[src/rtl/id_stage_hazard.sv]
// ID/EX pipeline register with load-use hazard stalls, branch flush and a halt-drain FSM.
// Optional bubble performance counter is built when PERF_COUNT_EN is defined.
module id_stage_hazard #(
  parameter int CANT_REGISTROS      = 32,
  parameter int CANT_BITS_REGISTROS = 32,
  parameter int CANT_BITS_ADDR      = 11,
  parameter int CANT_BITS_CTRL      = 12,
  parameter int LOAD_LATENCY        = 1,
  parameter int HALT_DRAIN          = 3,
  localparam int RB                 = $clog2(CANT_REGISTROS)
) (
  input  logic                           i_clock,
  input  logic                           i_soft_reset,
  input  logic                           i_enable_pipeline,
  input  logic                           i_valid_id,
  input  logic [RB-1:0]                  i_reg_rs,
  input  logic [RB-1:0]                  i_reg_rt,
  input  logic [RB-1:0]                  i_reg_rd,
  input  logic                           i_uses_rt,
  input  logic [CANT_BITS_REGISTROS-1:0] i_data_A,
  input  logic [CANT_BITS_REGISTROS-1:0] i_data_B,
  input  logic [CANT_BITS_REGISTROS-1:0] i_imm_ext,
  input  logic [CANT_BITS_CTRL-1:0]      i_ctrl,
  input  logic                           i_mem_read,
  input  logic                           i_halt,
  input  logic [CANT_BITS_ADDR-1:0]      i_pc,
  input  logic                           i_ex_mem_read,
  input  logic [RB-1:0]                  i_ex_reg_dst,
  input  logic                           i_flush,
  output logic                           o_stall,
  output logic                           o_valid,
  output logic                           o_mem_read,
  output logic                           o_halt_detected,
  output logic [CANT_BITS_REGISTROS-1:0] o_data_A,
  output logic [CANT_BITS_REGISTROS-1:0] o_data_B,
  output logic [CANT_BITS_REGISTROS-1:0] o_imm_ext,
  output logic [RB-1:0]                  o_reg_rs,
  output logic [RB-1:0]                  o_reg_rt,
  output logic [RB-1:0]                  o_reg_rd,
  output logic [CANT_BITS_CTRL-1:0]      o_ctrl,
  output logic [CANT_BITS_ADDR-1:0]      o_pc,
  output logic [1:0]                     o_state,
  output logic                           o_halted,
  output logic [15:0]                    o_bubble_count
);

  typedef enum logic [1:0] {
    RUN    = 2'd0,
    STALL  = 2'd1,
    DRAIN  = 2'd2,
    HALTED = 2'd3
  } state_t;

  localparam logic [2:0] LOAD_CNT  = 3'(LOAD_LATENCY - 1);
  localparam logic [2:0] DRAIN_CNT = 3'(HALT_DRAIN);

  state_t     state_r;
  state_t     state_nxt_s;
  logic [2:0] cnt_r;
  logic [2:0] cnt_nxt_s;
  logic       hazard_s;
  logic       bubble_s;
  logic       halt_pulse_s;
  logic       count_bubble_s;

  // Register zero is hard-wired, so a load targeting it never creates a dependency.
  assign hazard_s = (state_r == RUN) & i_valid_id & i_ex_mem_read &
                    (i_ex_reg_dst != {RB{1'b0}}) &
                    ((i_ex_reg_dst == i_reg_rs) | (i_uses_rt & (i_ex_reg_dst == i_reg_rt)));

  assign o_stall = hazard_s | (state_r != RUN);
  assign o_state = state_r;

  // Next-state, counter and bubble selection in edge-priority order.
  always_comb begin
    state_nxt_s    = state_r;
    cnt_nxt_s      = cnt_r;
    bubble_s       = 1'b1;
    halt_pulse_s   = 1'b0;
    count_bubble_s = 1'b0;
    case (state_r)
      HALTED: begin
        state_nxt_s = HALTED;
      end
      DRAIN: begin
        cnt_nxt_s = cnt_r - 3'd1;
        if (cnt_r == 3'd1) state_nxt_s = HALTED;
        else               state_nxt_s = DRAIN;
      end
      STALL: begin
        if (i_flush) begin
          state_nxt_s = RUN;
          cnt_nxt_s   = 3'd0;
        end else begin
          count_bubble_s = 1'b1;
          cnt_nxt_s      = cnt_r - 3'd1;
          if (cnt_r == 3'd1) state_nxt_s = RUN;
          else               state_nxt_s = STALL;
        end
      end
      RUN: begin
        if (i_flush) begin
          state_nxt_s = RUN;
        end else if (hazard_s) begin
          count_bubble_s = 1'b1;
          if (LOAD_LATENCY > 1) begin
            state_nxt_s = STALL;
            cnt_nxt_s   = LOAD_CNT;
          end else begin
            state_nxt_s = RUN;
          end
        end else if (i_halt && i_valid_id) begin
          bubble_s     = 1'b0;
          halt_pulse_s = 1'b1;
          state_nxt_s  = DRAIN;
          cnt_nxt_s    = DRAIN_CNT;
        end else begin
          bubble_s = 1'b0;
        end
      end
      default: begin
        state_nxt_s = RUN;
        cnt_nxt_s   = 3'd0;
      end
    endcase
  end

  // ID/EX register; data fields always capture, control fields are zeroed in bubbles.
  always_ff @(posedge i_clock or negedge i_soft_reset) begin
    if (!i_soft_reset) begin
      state_r         <= RUN;
      cnt_r           <= 3'd0;
      o_halted        <= 1'b0;
      o_valid         <= 1'b0;
      o_mem_read      <= 1'b0;
      o_halt_detected <= 1'b0;
      o_ctrl          <= {CANT_BITS_CTRL{1'b0}};
      o_data_A        <= {CANT_BITS_REGISTROS{1'b0}};
      o_data_B        <= {CANT_BITS_REGISTROS{1'b0}};
      o_imm_ext       <= {CANT_BITS_REGISTROS{1'b0}};
      o_reg_rs        <= {RB{1'b0}};
      o_reg_rt        <= {RB{1'b0}};
      o_reg_rd        <= {RB{1'b0}};
      o_pc            <= {CANT_BITS_ADDR{1'b0}};
    end else if (i_enable_pipeline) begin
      state_r         <= state_nxt_s;
      cnt_r           <= cnt_nxt_s;
      o_halted        <= (state_nxt_s == HALTED);
      o_valid         <= bubble_s ? 1'b0 : i_valid_id;
      o_mem_read      <= bubble_s ? 1'b0 : i_mem_read;
      o_halt_detected <= halt_pulse_s;
      o_ctrl          <= bubble_s ? {CANT_BITS_CTRL{1'b0}} : i_ctrl;
      o_data_A        <= i_data_A;
      o_data_B        <= i_data_B;
      o_imm_ext       <= i_imm_ext;
      o_reg_rs        <= i_reg_rs;
      o_reg_rt        <= i_reg_rt;
      o_reg_rd        <= i_reg_rd;
      o_pc            <= i_pc;
    end
  end

`ifdef PERF_COUNT_EN
  logic [15:0] bubble_count_r;

  // Saturating count of hazard bubbles only; flush and drain bubbles are excluded.
  always_ff @(posedge i_clock or negedge i_soft_reset) begin
    if (!i_soft_reset) begin
      bubble_count_r <= 16'd0;
    end else if (i_enable_pipeline && count_bubble_s && (bubble_count_r != 16'hFFFF)) begin
      bubble_count_r <= bubble_count_r + 16'd1;
    end
  end

  assign o_bubble_count = bubble_count_r;
`else
  logic perf_unused_s;
  assign perf_unused_s  = count_bubble_s;
  assign o_bubble_count = 16'd0;
`endif

endmodule

[config.mk]
export PLATFORM = sky130hd
export DESIGN_NAME = id_stage_hazard
export DESIGN_NICKNAME = d
export VERILOG_FILES = /design/src/rtl/id_stage_hazard.sv
export SDC_FILE = /design/constraint.sdc
export NUM_CORES = 1
export LEC_CHECK = 0
export ABC_AREA = 0
export CAP_MARGIN = 15
export CORE_MARGIN = 2
export CORE_UTILIZATION = 36
export DETAILED_ROUTE_END_ITERATION = 10
export HOLD_SLACK_MARGIN = 0.15
export PLACE_DENSITY = 0.87
export SYNTH_ARGS = -nofsm -noshare
export SYNTH_HDL_FRONTEND = slang
export SYNTH_SLANG_ARGS = --single-unit
[constraint.sdc]
create_clock -name i_clock -period 1.84 [get_ports i_clock]
set_clock_uncertainty 0.15 [all_clocks]
set_input_delay 0.276 -clock i_clock [delete_from_list [all_inputs] [get_ports i_clock]]
set_output_delay 0.276 -clock i_clock [all_outputs]
set_load 0.05 [all_outputs]
After elaboration in Yosys (flattened, before gate mapping)
Cells that the tools add are included.
{ "word_totals": {"out_inout_bits": 157, "inputBits": 148, "reg_bits": 143, "wordCells": 60} }
{ "classes": {"n_eq_ne": 10, "n_addsub": 1, "n_bitwise": 7, "n_reduce_logical": 6, "mux": 22} }
{ "ops": {"columns": ["cell", "count"], "rows": [
  ["two-way mux 1 bit", 12],
  ["two-way mux 12 bit", 1],
  ["two-way mux 3 bit", 4],
  ["== test 5 bit", 2],
  ["one-hot mux 3 bit (3 select lines)", 1],
  ["one-hot mux 2 bit (4 select lines)", 1],
  ["== test 2 bit (second input constant)", 3],
  ["two-way mux 2 bit", 3],
  ["AND 1 bit", 5],
  ["AND reduction 5 bit", 1],
  ["nonzero test 5 bit", 1],
  ["inequality test 2 bit (second input constant)", 2],
  ["== test 3 x 1 -> 1 bit (second input constant)", 1],
  ["nonzero test 3 bit", 1],
  ["subtractor 3 x 1 -> 3 bit (second input constant)", 1],
  ["== test 2 x 1 -> 1 bit (second input constant)", 1],
  ["logical NOT 2 bit", 1],
  ["inequality test 2 x 1 -> 1 bit (second input constant)", 1],
  ["OR 1 bit", 2],
  ["nonzero test 2 bit", 1],
  ["logical AND 1 bit", 1]
]} }

Logic depth before layout (Yosys ltp)
{ "depth": {"word_depth": 9, "mapped_depth": 7, "depth_no_buf": 7} }

Worst setup path before layout
OpenSTA, ideal clock, no wires.
{ "synth_path": {"kind": "reg2out", "startpoint": "register state_r[0] (netlist: o_state[0])", "endpoint": "output port o_stall", "t_required_ps": 1414, "path_stages_with_launch": 7, "setup_slack_ps": -360, "t_arrival_ps": 1774, "n_path_buf": 1, "path_cell_list": "dfrtp_1 clkbuf_1 nor2_1 o2111ai_2 inv_2 nand2_1 nand2_1"} }
{ "synth_via": {"elab_chain_cells": 6} }
{ "synth_rtl": {"columns": ["item", "line", "source"], "rows": [
  ["start: declaration", "57", "state_t state_r;"],
  ["start signal: assignment", "146", "state_r <= state_nxt_s;"],
  ["logical NOT 2 bit", "67", "assign hazard_s = (state_r == RUN) & i_valid_id & i_ex_mem_read &"],
  ["AND 1 bit (3 in a row)", "67", null],
  ["AND 1 bit", "68", "(i_ex_reg_dst != {RB{1'b0}}) &"],
  ["OR 1 bit (*)", "71", "assign o_stall = hazard_s | (state_r != RUN);"],
  ["end: declaration", "30", "output logic o_stall,"]
]} }
Every way passes the cells marked *; elsewhere a longest branch is shown, timed or not.

Final worst setup path
{ "layout_path": {"startpoint": "input port i_ex_reg_dst[2]", "endpoint": "output port o_stall"} }
{ "layout_via": {"elab_chain_cells": 5} }
{ "layout_rtl": {"columns": ["item", "line", "source"], "rows": [
  ["start: declaration", "28", "input logic [RB-1:0] i_ex_reg_dst,"],
  ["== test 5 bit", "69", "((i_ex_reg_dst == i_reg_rs) | (i_uses_rt & (i_ex_reg_dst == i_reg_rt)));"],
  ["AND 1 bit", "69", null],
  ["OR 1 bit", "69", null],
  ["AND 1 bit (*)", "68", null],
  ["OR 1 bit (*)", "71", null]
]} }
Marked as above.

==> results <==
-- power groups by stage --
| stage | logic [uW] | clock network, uW | registers, uW |
|---|---|---|---|
| finish | 3200 | 3770 | 3760 |
| CTS | 3200 | 3830 | 3760 |
| floorplan | 828 | 0 | 4920 |
| global route | 3360 | 3980 | 3800 |
| global placement | 3080 | 0 | 3790 |
| detailed placement | 3150 | 0 | 3810 |
-- routing by layer --
metal  up-vias  share of wire [%]
li1       2008                  -
met1      2207                 37
met2       191                 53
met3        22                8.1
met4         0                1.8
met5         -                  0
-- layout make-up --
| cell class | count | area (sq um) |
|---|---|---|
| Multi-Input combinational cell | 216 | 2030 |
| Antenna cell | 1 | 2.50 |
| Tap cell | 216 | 270 |
| Sequential cell | 143 | 3580 |
| Clock inverter | 13 | 210 |
| Timing Repair Buffer | 335 | 2990 |
| Clock buffer | 18 | 429 |
| Fill cell | 1217 | 6170 |
| Inverter | 6 | 22.5 |
-- registers in the layout (all words and copies together), names as in the netlist --
| register | cells |
|---|---|
| o_reg_rd | 5 |
| o_reg_rs | 5 |
| o_pc | 11 |
| o_data_B | 32 |
| o_ctrl | 12 |
| o_halt_detected | 1 |
| o_halted | 1 |
| o_state | 2 |
| o_reg_rt | 5 |
| o_imm_ext | 32 |
| o_mem_read | 1 |
| o_data_A | 32 |
| cnt_r | 3 |
| o_valid | 1 |
-- worst max-delay path by stage --
stage            endpoint  depth (start not counted)            start  slack [ns]
5_1_grt           o_stall                          6       o_state[1]       -0.14
3_3_place_gp   o_ctrl[10]                          8  i_ex_reg_dst[1]       -0.49
3_5_place_dp   o_mem_read                          8  i_ex_reg_dst[1]       -0.53
6_report          o_stall                          7  i_ex_reg_dst[2]       -0.08
4_1_cts           o_stall                          6       o_state[0]       -0.09
2_1_floorplan     o_stall                          6       o_state[0]        0.02
-- per-stage QoR --
| stage | power [uW] | setup TNS (ns) | hold WS [ns] | cells |
|---|---|---|---|---|
| 2_1_floorplan | 5750 | 0 | -0.170 | 400 |
| 3_3_place_gp | 6870 | -8.86 | 0.0176 | 893 |
| 3_5_place_dp | 6960 | -9.06 | 0.0191 | 893 |
| 4_1_cts | 10800 | -0.0921 | 0.300 | 941 |
| 5_1_grt | 11100 | -0.144 | 0.304 | 948 |
| 6_report | 10700 | -0.0831 | 0.323 | 948 |
-- worst max-delay path: cells and delay by family --
| kind | cells | cell delay [ns] |
|---|---|---|
| buffers and inverters | 3 | 0.31 |
| and+or+nand+nor | 3 | 0.67 |
| AOI/OAI and AO/OA | 1 | 0.23 |
-- repair_timing --
action	CTS	global route
gates cloned	0	1
pin swaps	8	10
gates resized for setup	29	4
endpoints found under the setup margin	15	15
hold endpoints to repair	152	2
buffers inserted	6	4
hold buffers	11	2
-- synthesized netlist by cell type --
cell       count  area [sq um]
dfrtp_1      143          3580
mux2_2       122          1370
buf_4         16           120
clkbuf_1      13          48.8
a22o_2        10           100
xnor2_1       10          87.6
nand2_1        9          33.8
nor2_1         6          22.5
o21ai_0        6          30.0
buf_1          5          18.8
inv_1          5          18.8
a22o_1         4          35.0
a21oi_1        3          15.0
nand3_1        3          15.0
nor3_1         3          15.0
a41o_1         2          20.0
ha_1           2          25.0
nor2b_1        2          12.5
o22ai_1        2          12.5
a211oi_1       1          7.51
a21o_1         1          7.51
a21oi_4        1          16.3
a31oi_1        1          6.26
and3b_1        1          8.76
buf_6          1          11.3
conb_1         1          3.75
inv_2          1          3.75
nand2b_1       1          6.26
nand3b_1       1          7.51
nand4_1        1          6.26
nor3b_1        1          7.51
nor4_1         1          6.26
o2111ai_1      1          8.76
o2111ai_2      1          15.0
o211ai_1       1          7.51
o22a_1         1          8.76
o311ai_0       1          8.76
or4_1          1          7.51
-- cell usage in the layout, fill, tap and decap left out, drive strengths merged, types with 10 or more instances in the layout --
cell             n
a22o            14
buf            179
clkbuf          20
clkdlybuf4s50  130
conb            16
dfrtp          143
dlygate4sd3     13
mux2           122
xnor2           10
-- kinds of logic after synthesis --
| logic type | Yosys count |
|---|---|
| DFF | 143 |
| muxes | 122 |
| buffers and inverters | 41 |
| AOI/OAI and AO/OA | 36 |
| and+or+nand+nor | 30 |
| xor gates and xnor gates | 10 |
| adders and majority gates | 2 |
| other | 1 |
==> qor.csv <==
metric,value,unit
outcome,"finished, violations left",
failing checks,negative setup slack,
min Tclk post-route,1.92,ns
"reg-to-reg slack, setup",0.09,ns
hold crit path type,in -> reg,
count of cell types in the netlist,38,
final hold vios,0,
average wire per standard cell,17.2,um
"Seq/Total Area, Yosys",62.4,%
NetSw,3570,uW
Synth Cell Area,0.00574,sq mm
RSZ-0062 raised after global routing,yes,
HPWL after DPL,11.8,mm
TritonRoute pass-1 iters,4,
final setup vio count,1,
main combinational cell family by area after synthesis,multiplexers,
GR Util met2,33.5,%
mean cell area of the mapped netlist,14.9,sq um
Worst path max stage delay,0.52,ns
initial antenna violation count,1,
clock sinks,143,
core area,0.0157,sq mm
crit-path max FO,2,
Hold Path Origin,i_ctrl[1],
"critical path, cell by cell","buf_2, or4_4, o2111ai_4, inv_2, nand2_2, nand2_4, buf_8",
Detailed Route Iter0 Violations,153,
multiplexer area fraction after synthesis,23.9,%
I/O Pins,305,
max-cap violations,0,
Final Cell Area,0.00954,sq mm
Initial Util,36.5,%
Worst-Skew Late Latency,0.41,ns
via/cell ratio,4.67,
post-synthesis compound-gate area fraction,5.21,%
CP endpoint kind,output pin,
FP Rows,46,
Synth Warn #,0,
Max IR drop VDD,0.568,mV
"antenna viol nets, final",0,
Worst Hold End,o_ctrl[1],
Layout Area Growth over Synthesis,66.3,%
CTS buffer count,17,
Comb power frac,29.9,%
worst r2r path cells,8,
die width,130,um
fmax,520,MHz
pin count of the biggest net entering global routing,59,
Most Crowded Layer GR,met2,
Syn Inst Count,385,
Switching Fraction,33.3,%
met3 usage,7.71,%
die height,130,um
Clock Path Buffers,2,
clock power share,35.1,%
clk slew on worst S/H paths,0.06,ns
Placed Area,0.00867,sq mm
CP required,1.41,ns
hold depth,2,
pwr dens,1120,mW/mm^2
# DRC,0,
adder-cell share of the synthesized area,0.436,%
"wirelength, routed",16.3,mm
first-pass GRT wire length,24.3,mm
# port buffers,288,
met1 usage,20.0,%
FF-to-FF End,o_halt_detected,
via count,4428,
root buffer cell,clkbuf_16,
total gr overflow,0,
max-slew violation count,0,
Yosys reg bits,143,
Final #Nets,869,
FF-to-FF Start,o_state[1],
Final Util,60.7,%
final worst path period share,105,%
vias in the first global route,4820,
Worst Slack Setup Final,-0.0831,ns
Seq pwr share,35.0,%
Setup CP Type,in -> out,
CP startpoint kind,input port,
slowest CP cell,or4_4,
CTS tree,built,
xor and xnor area share after synthesis,1.53,%
pre-CTS WS,-0.527,ns
LEAKAGE,0.00432,uW
die footprint,0.0170,sq mm
Overall Global Routing Usage,18.7,%
Final GP Congestion,0.808,
WP data arrival,1.50,ns
Internal,7160,uW
CTS H-tree depth,4,
share of cells above drive strength 1,48.3,%
Synth Area in Simple Gates,2.59,%
Power figures use the tool's default switching activity.
